$ cat config.mk
export PLATFORM = sky130hd
export DESIGN_NAME = tmr_fault_manager
export DESIGN_NICKNAME = d
export VERILOG_FILES = /design/src/rtl/tmr_fault_manager.sv
export SDC_FILE = /design/constraint.sdc
export NUM_CORES = 1
export LEC_CHECK = 0
export ABC_AREA = 1
export CORE_MARGIN = 10
export CORE_UTILIZATION = 63
export CTS_BUF_LIST = sky130_fd_sc_hd__clkbuf_8
export CTS_CLUSTER_SIZE = 30
export DETAILED_ROUTE_END_ITERATION = 8
export PLACE_DENSITY = 0.95
export SLEW_MARGIN = 20
export SYNTH_ARGS = -nofsm -noshare
export SYNTH_HDL_FRONTEND = slang
export SYNTH_SLANG_ARGS = --single-unit
$ cat constraint.sdc
create_clock -name clk -period 7.9 [get_ports clk]
set_input_delay 1.58 -clock clk [delete_from_list [all_inputs] [get_ports clk]]
set_output_delay 1.58 -clock clk [all_outputs]
set_load 0.02 [all_outputs]
$ cat src/rtl/tmr_fault_manager.sv
// Supervisor beside the TMR majority voter: filters fault flags, resyncs a persistently
// faulty core with bounded retries, retires it or raises fatal. Optional: TMR_FM_TRANSIENT_CNT_EN.
module tmr_fault_manager #(
   parameter int PERSIST_CYCLES = 4,
   parameter int RESET_CYCLES   = 16,
   parameter int SETTLE_CYCLES  = 8,
   parameter int TIMEOUT_CYCLES = 256,
   parameter int MAX_RETRIES    = 2,
   parameter int CNT_W          = 8
) (
   input  logic             clk,
   input  logic             rst,
   input  logic             vote_valid,
   input  logic [2:0]       fault_flags,
   input  logic             disagreement,
   input  logic             clear_stats,
   output logic [2:0]       core_rst,
   output logic             resync_busy,
   output logic [2:0]       core_failed,
   output logic             degraded,
   output logic             fatal,
   output logic [CNT_W-1:0] fault_cnt_a,
   output logic [CNT_W-1:0] fault_cnt_b,
   output logic [CNT_W-1:0] fault_cnt_c,
`ifdef TMR_FM_TRANSIENT_CNT_EN
   output logic [CNT_W-1:0] trans_cnt_a,
   output logic [CNT_W-1:0] trans_cnt_b,
   output logic [CNT_W-1:0] trans_cnt_c,
`endif
   output logic             irq
);

   localparam int PW   = $clog2(PERSIST_CYCLES + 1);
   localparam int SW   = $clog2(SETTLE_CYCLES + 1);
   localparam int TMAX = (RESET_CYCLES > TIMEOUT_CYCLES) ? RESET_CYCLES : TIMEOUT_CYCLES;
   localparam int TW   = $clog2(TMAX + 1);
   localparam int AW   = $clog2(MAX_RETRIES + 2);
   localparam logic [PW-1:0] P_MAX  = PW'(PERSIST_CYCLES);
   localparam logic [SW-1:0] S_LAST = SW'(SETTLE_CYCLES - 1);
   localparam logic [TW-1:0] R_LAST = TW'(RESET_CYCLES - 1);
   localparam logic [TW-1:0] T_LAST = TW'(TIMEOUT_CYCLES - 1);
   localparam logic [AW-1:0] A_MAX  = AW'(MAX_RETRIES);

   typedef enum logic [1:0] {IDLE, RESET_CORE, SETTLE, FATAL} state_t;

   state_t           state;
   logic [1:0]       target;
   logic [AW-1:0]    attempt;
   logic [TW-1:0]    timer;
   logic [SW-1:0]    clean_cnt;
   logic [PW-1:0]    pcnt [3];
   logic [CNT_W-1:0] fcnt [3];

   logic [2:0] masked;
   logic [2:0] persist;
   logic [2:0] other_persist;
   logic       one_persist;
   logic       multi_persist;
   logic [1:0] new_target;
   logic       clean_smp;
   logic       recover;
   logic       timeout;
   logic       fatal_hit;

   // Any set fault flag already implies disagreement, so the flag itself is not needed.
   logic unused_disagreement;
   assign unused_disagreement = disagreement;

   function automatic logic [CNT_W-1:0] sat_inc(input logic [CNT_W-1:0] v);
      return (&v) ? v : v + 1'b1;
   endfunction

   always_comb begin
      for (int i = 0; i < 3; i++) begin
         masked[i]        = core_failed[i] | ((state == RESET_CORE) && (target == 2'(i)));
         persist[i]       = (pcnt[i] == P_MAX) && !core_failed[i];
         other_persist[i] = persist[i] && (target != 2'(i));
      end
      one_persist   = ($countones(persist) == 1);
      multi_persist = ($countones(persist) > 1);
      new_target    = 2'd0;
      if (persist[2])      new_target = 2'd2;
      else if (persist[1]) new_target = 2'd1;
      clean_smp = vote_valid && !fault_flags[target];
      fatal_hit = ((state == RESET_CORE) || (state == SETTLE)) && (|other_persist);
      recover   = (state == SETTLE) && clean_smp && (clean_cnt == S_LAST) && !fatal_hit;
      timeout   = (state == SETTLE) && (timer == T_LAST);
   end

   always_ff @(posedge clk) begin
      if (rst) begin
         for (int i = 0; i < 3; i++) pcnt[i] <= '0;
      end else begin
         for (int i = 0; i < 3; i++) begin
            if (recover && (target == 2'(i)))
               pcnt[i] <= '0;
            else if (vote_valid && !fault_flags[i])
               pcnt[i] <= '0;
            else if (vote_valid && !masked[i] && (pcnt[i] != P_MAX))
               pcnt[i] <= pcnt[i] + 1'b1;
         end
      end
   end

   always_ff @(posedge clk) begin
      if (rst) begin
         state       <= IDLE;
         target      <= 2'd0;
         attempt     <= '0;
         timer       <= '0;
         clean_cnt   <= '0;
         core_rst    <= 3'b000;
         core_failed <= 3'b000;
         fatal       <= 1'b0;
         irq         <= 1'b0;
      end else begin
         irq <= 1'b0;
         case (state)
            IDLE: begin
               if (multi_persist) begin
                  state <= FATAL;
                  fatal <= 1'b1;
                  irq   <= 1'b1;
               end else if (one_persist) begin
                  target   <= new_target;
                  attempt  <= '0;
                  timer    <= '0;
                  core_rst <= 3'b001 << new_target;
                  state    <= RESET_CORE;
               end
            end
            RESET_CORE: begin
               if (fatal_hit) begin
                  state    <= FATAL;
                  fatal    <= 1'b1;
                  irq      <= 1'b1;
                  core_rst <= 3'b000;
               end else if (timer == R_LAST) begin
                  core_rst  <= 3'b000;
                  timer     <= '0;
                  clean_cnt <= '0;
                  state     <= SETTLE;
               end else begin
                  timer <= timer + 1'b1;
               end
            end
            SETTLE: begin
               if (fatal_hit) begin
                  state <= FATAL;
                  fatal <= 1'b1;
                  irq   <= 1'b1;
               end else if (recover) begin
                  irq   <= 1'b1;
                  state <= IDLE;
               end else if (timeout) begin
                  // A second retirement would leave no trustworthy majority.
                  if (attempt < A_MAX) begin
                     attempt  <= attempt + 1'b1;
                     timer    <= '0;
                     core_rst <= 3'b001 << target;
                     state    <= RESET_CORE;
                  end else if (|core_failed) begin
                     state <= FATAL;
                     fatal <= 1'b1;
                     irq   <= 1'b1;
                  end else begin
                     core_failed[target] <= 1'b1;
                     irq                 <= 1'b1;
                     state               <= IDLE;
                  end
               end else begin
                  timer <= timer + 1'b1;
                  if (clean_smp)       clean_cnt <= clean_cnt + 1'b1;
                  else if (vote_valid) clean_cnt <= '0;
               end
            end
            FATAL: begin
               core_rst <= 3'b000;
            end
            default: state <= IDLE;
         endcase
      end
   end

   always_ff @(posedge clk) begin
      if (rst || clear_stats) begin
         for (int i = 0; i < 3; i++) fcnt[i] <= '0;
      end else if ((state == IDLE) && one_persist) begin
         fcnt[new_target] <= sat_inc(fcnt[new_target]);
      end
   end

`ifdef TMR_FM_TRANSIENT_CNT_EN
   logic [CNT_W-1:0] tcnt [3];

   // A burst is transient when its run ends before reaching the persistence threshold.
   always_ff @(posedge clk) begin
      if (rst || clear_stats) begin
         for (int i = 0; i < 3; i++) tcnt[i] <= '0;
      end else begin
         for (int i = 0; i < 3; i++)
            if (vote_valid && !fault_flags[i] && (pcnt[i] != '0) && (pcnt[i] != P_MAX))
               tcnt[i] <= sat_inc(tcnt[i]);
      end
   end

   assign trans_cnt_a = tcnt[2];
   assign trans_cnt_b = tcnt[1];
   assign trans_cnt_c = tcnt[0];
`endif

   assign fault_cnt_a = fcnt[2];
   assign fault_cnt_b = fcnt[1];
   assign fault_cnt_c = fcnt[0];
   assign degraded    = |core_failed;
   assign resync_busy = (state == RESET_CORE) || (state == SETTLE);

endmodule

==> impl_metrics.json <==
{
  "synth_compound_area_share_pct": 6.248,
  "grt_antenna_before_repair": 0,
  "rsz0062_at_grt": "no",
  "grt_start_max_net_pins": 19,
  "die_y_um": 98.53,
  "gp_congestion": 0.9339,
  "synth-xor-area-share_pct": 1.804,
  "track_usage_pct": 21.15,
  "clkTransAtPathRegs_ns": 0.07,
  "cts_hold_buf": 0,
  "drtAntennaViolNets": 0,
  "synth_cell_types": 35,
  "clockPowerShare_pct": 30.0,
  "clock_path_buffers": 2,
  "drc": 0,
  "hp-class": "register to register",
  "p_total_uw": 1249,
  "timing.final.crit_share_pct": 46.03,
  "required_ns": 7.91,
  "cts_root_buf": "clkbuf_8",
  "layout_commonest_cell": "nand2_1",
  "hpwlAfterDp_um": 7286,
  "ys_seq_area_share_pct": 39.42,
  "cts.sinks": 60,
  "vias_per_cell": 5.867,
  "layout-drive-gt1-share_pct": 12.79,
  "post-cts-setup-buffers": 0,
  "finalCriticalPeriod_ns": 3.636,
  "cellLeakagePower_uw": 0.002056,
  "endpoint_kind": "register",
  "switchingPower_uw": 476.0,
  "cts_resized": 0,
  "drtPass1Iterations": 7,
  "dieArea_mm2": 0.009707,
  "cp_cell_sequence": "clkdlybuf4s50_1, nor2_1, inv_1, nor2_1, nand2_1, nand2_1",
  "tritoncts": "built",
  "drt_wl_total_um": 10520,
  "fin_worst_skew_ns": 0.007647,
  "first_global_vias": 3601,
  "synth_cells": 515,
  "critPathMaxFanout": 17,
  "yosys.area_share.simple_pct": 38.78,
  "ys_warn_count": 0,
  "fp-row-count": 28,
  "gr-total-overflow": 0,
  "fp.dieW_um": 98.53,
  "critPathLaunchType": "input port",
  "routedWlPerCell_um": 16.48,
  "crit_buf_inv": 2,
  "syn_area_mm2": 0.003885,
  "nNetsFinal": 581,
  "num_antenna_cells": 0,
  "clkLatencyLatePin_ns": 0.35,
  "cts_buffers": 9,
  "ir_worst_vdd_mv": 0.1764,
  "maxCapViolations": 0,
  "synthAdderAreaFrac_pct": 5.024,
  "cp.arrival_ns": 3.64,
  "yosys.area.top_type_share_pct": 25.51,
  "worst_pin_slew_ns": 0.7417,
  "first_iter_violations": 335,
  "final_cell_mix": "nand2_1 (109), inv_1 (72), nor2_1 (72)",
  "via_count": 3743,
  "grt_pass1_wl_um": 17200,
  "setup_viol": 0,
  "finalSetupTns_ns": 0,
  "io-pin-count": 42,
  "synth_top_family_by_area": "simple AND/OR/NAND/NOR gates",
  "synth_area_leaders": "edfxtp_1 (26%), dfxtp_1 (14%), nand2_1 (11%)",
  "muxShareOfSynthArea_pct": 0,
  "path_delay_family": "simple AND/OR/NAND/NOR gates",
  "drv_slew": 0,
  "io_buffers": 40,
  "combPwrFrac_pct": 37.7,
  "seq_power_share_pct": 32.3,
  "slew_headroom_pct": 50.40,
  "power_density_mw_per_mm2": 271.9,
  "synth_nets": 538,
  "slowest_delay_ns": 0.79,
  "crit_type": "input port to register",
  "start_util_pct": 65.23,
  "swShare_pct": 38.10,
  "htree_levels": 3,
  "cp_slowest_cell": "clkdlybuf4s50_1",
  "fp.coreArea_mm2": 0.005956,
  "area_delta_synth_final_pct": 18.26,
  "finalHoldViolations": 0,
  "ys_ff_latch": 60,
  "fmax_ghz": 0.2750,
  "synth_top_area_cell": "edfxtp_1",
  "syn-mean-instance-area_um2": 7.544,
  "p_int_uw": 773.4,
  "outcome": "finished, final reports clean"
}
-- power groups by stage --
stage               registers, uW  clock network [uW]  logic, uW
detailed placement            408                   0        456
global route                  408                 386        518
finish                        403                 375        471
floorplan                     424                   0        314
global placement              406                   0        438
CTS                           402                 371        462
-- Yosys cell counts (all sizes together) --
library cell  number
nand4             14
inv               77
a21o               1
xnor2              4
clkbuf             4
nor3               8
o221ai             1
nor3b              1
o21ai             13
a21oi             24
fa                 1
or2                5
nor2              82
a211oi             3
ha                14
and3               1
buf                4
xor2               4
nand3             64
dfxtp             27
nand2            128
edfxtp            33
nand3b             2
-- final cells by class --
class / instances / area, um^2
Clock buffer: 9 / 123.9
Clock inverter: 7 / 138.9
Fill cell: 401 / 1361
Inverter: 77 / 291.5
Multi-Input combinational cell: 370 / 2014
Sequential cell: 60 / 1531
Tap cell: 75 / 93.84
Timing Repair Buffer: 40 / 400.4
-- sequential cells by signal, summed over array words and instances (netlist names) --
register	count
irq	1
fatal	1
timer	9
core_rst	3
attempt	2
pcnt	9
clean_cnt	4
target	2
core_failed	3
fcnt	24
state	2
-- cells by family after synthesis --
logic type,count (synthesis)
flip-flops,60
buffers and inverters,85
AO/OA/AOI/OAI,42
XOR/XNOR,8
AND/OR/NAND/NOR,305
adder cells (fa/ha/maj),15
-- tightest hold or removal path: cells and delay by family, from the launching register on --
kind	cells	cell delay [ns]
compound gates	1	0.05
flops	1	0.33
simple gates	1	0.07
-- worst paths after layout --
path                                    from            to  slack (ns)  cells past startpoint
worst max-delay path                     rst    fcnt[0][1]        4.26                      6
worst min-delay path            clean_cnt[3]  clean_cnt[3]        0.49                      2
worst max register to register    pcnt[2][0]    fcnt[0][1]        4.87                     12
worst min register to register  clean_cnt[3]  clean_cnt[3]        0.49                      2
-- through the flow --
step,std cells,hold slack (ns),setup slack (ns),util (%),instance area (um^2)
after floorplan,515,0.4641,5.091,-,3885
final,638,0.4911,4.264,77.14,4594
after global routing,638,0.5153,4.125,77.14,4594
after CTS,638,0.4916,4.311,77.14,4594
after global placement,622,0.4549,4.008,72.73,4332
after detailed placement,622,0.4704,3.959,72.73,4332
-- routing by layer --
| metal | vias up | routed length [um] | share of wire, % | track usage, % |
|---|---|---|---|---|
| met4 | 0 | 283 | 2.7 | 8.931 |
| met5 | - | 0 | 0 | 0 |
| met1 | 1739 | 4163 | 40 | 25.33 |
| met2 | 216 | 5201 | 49 | 35.65 |
| li1 | 1754 | - | - | - |
| met3 | 34 | 869 | 8.3 | 4.679 |
(Power assumes the default switching activity.)
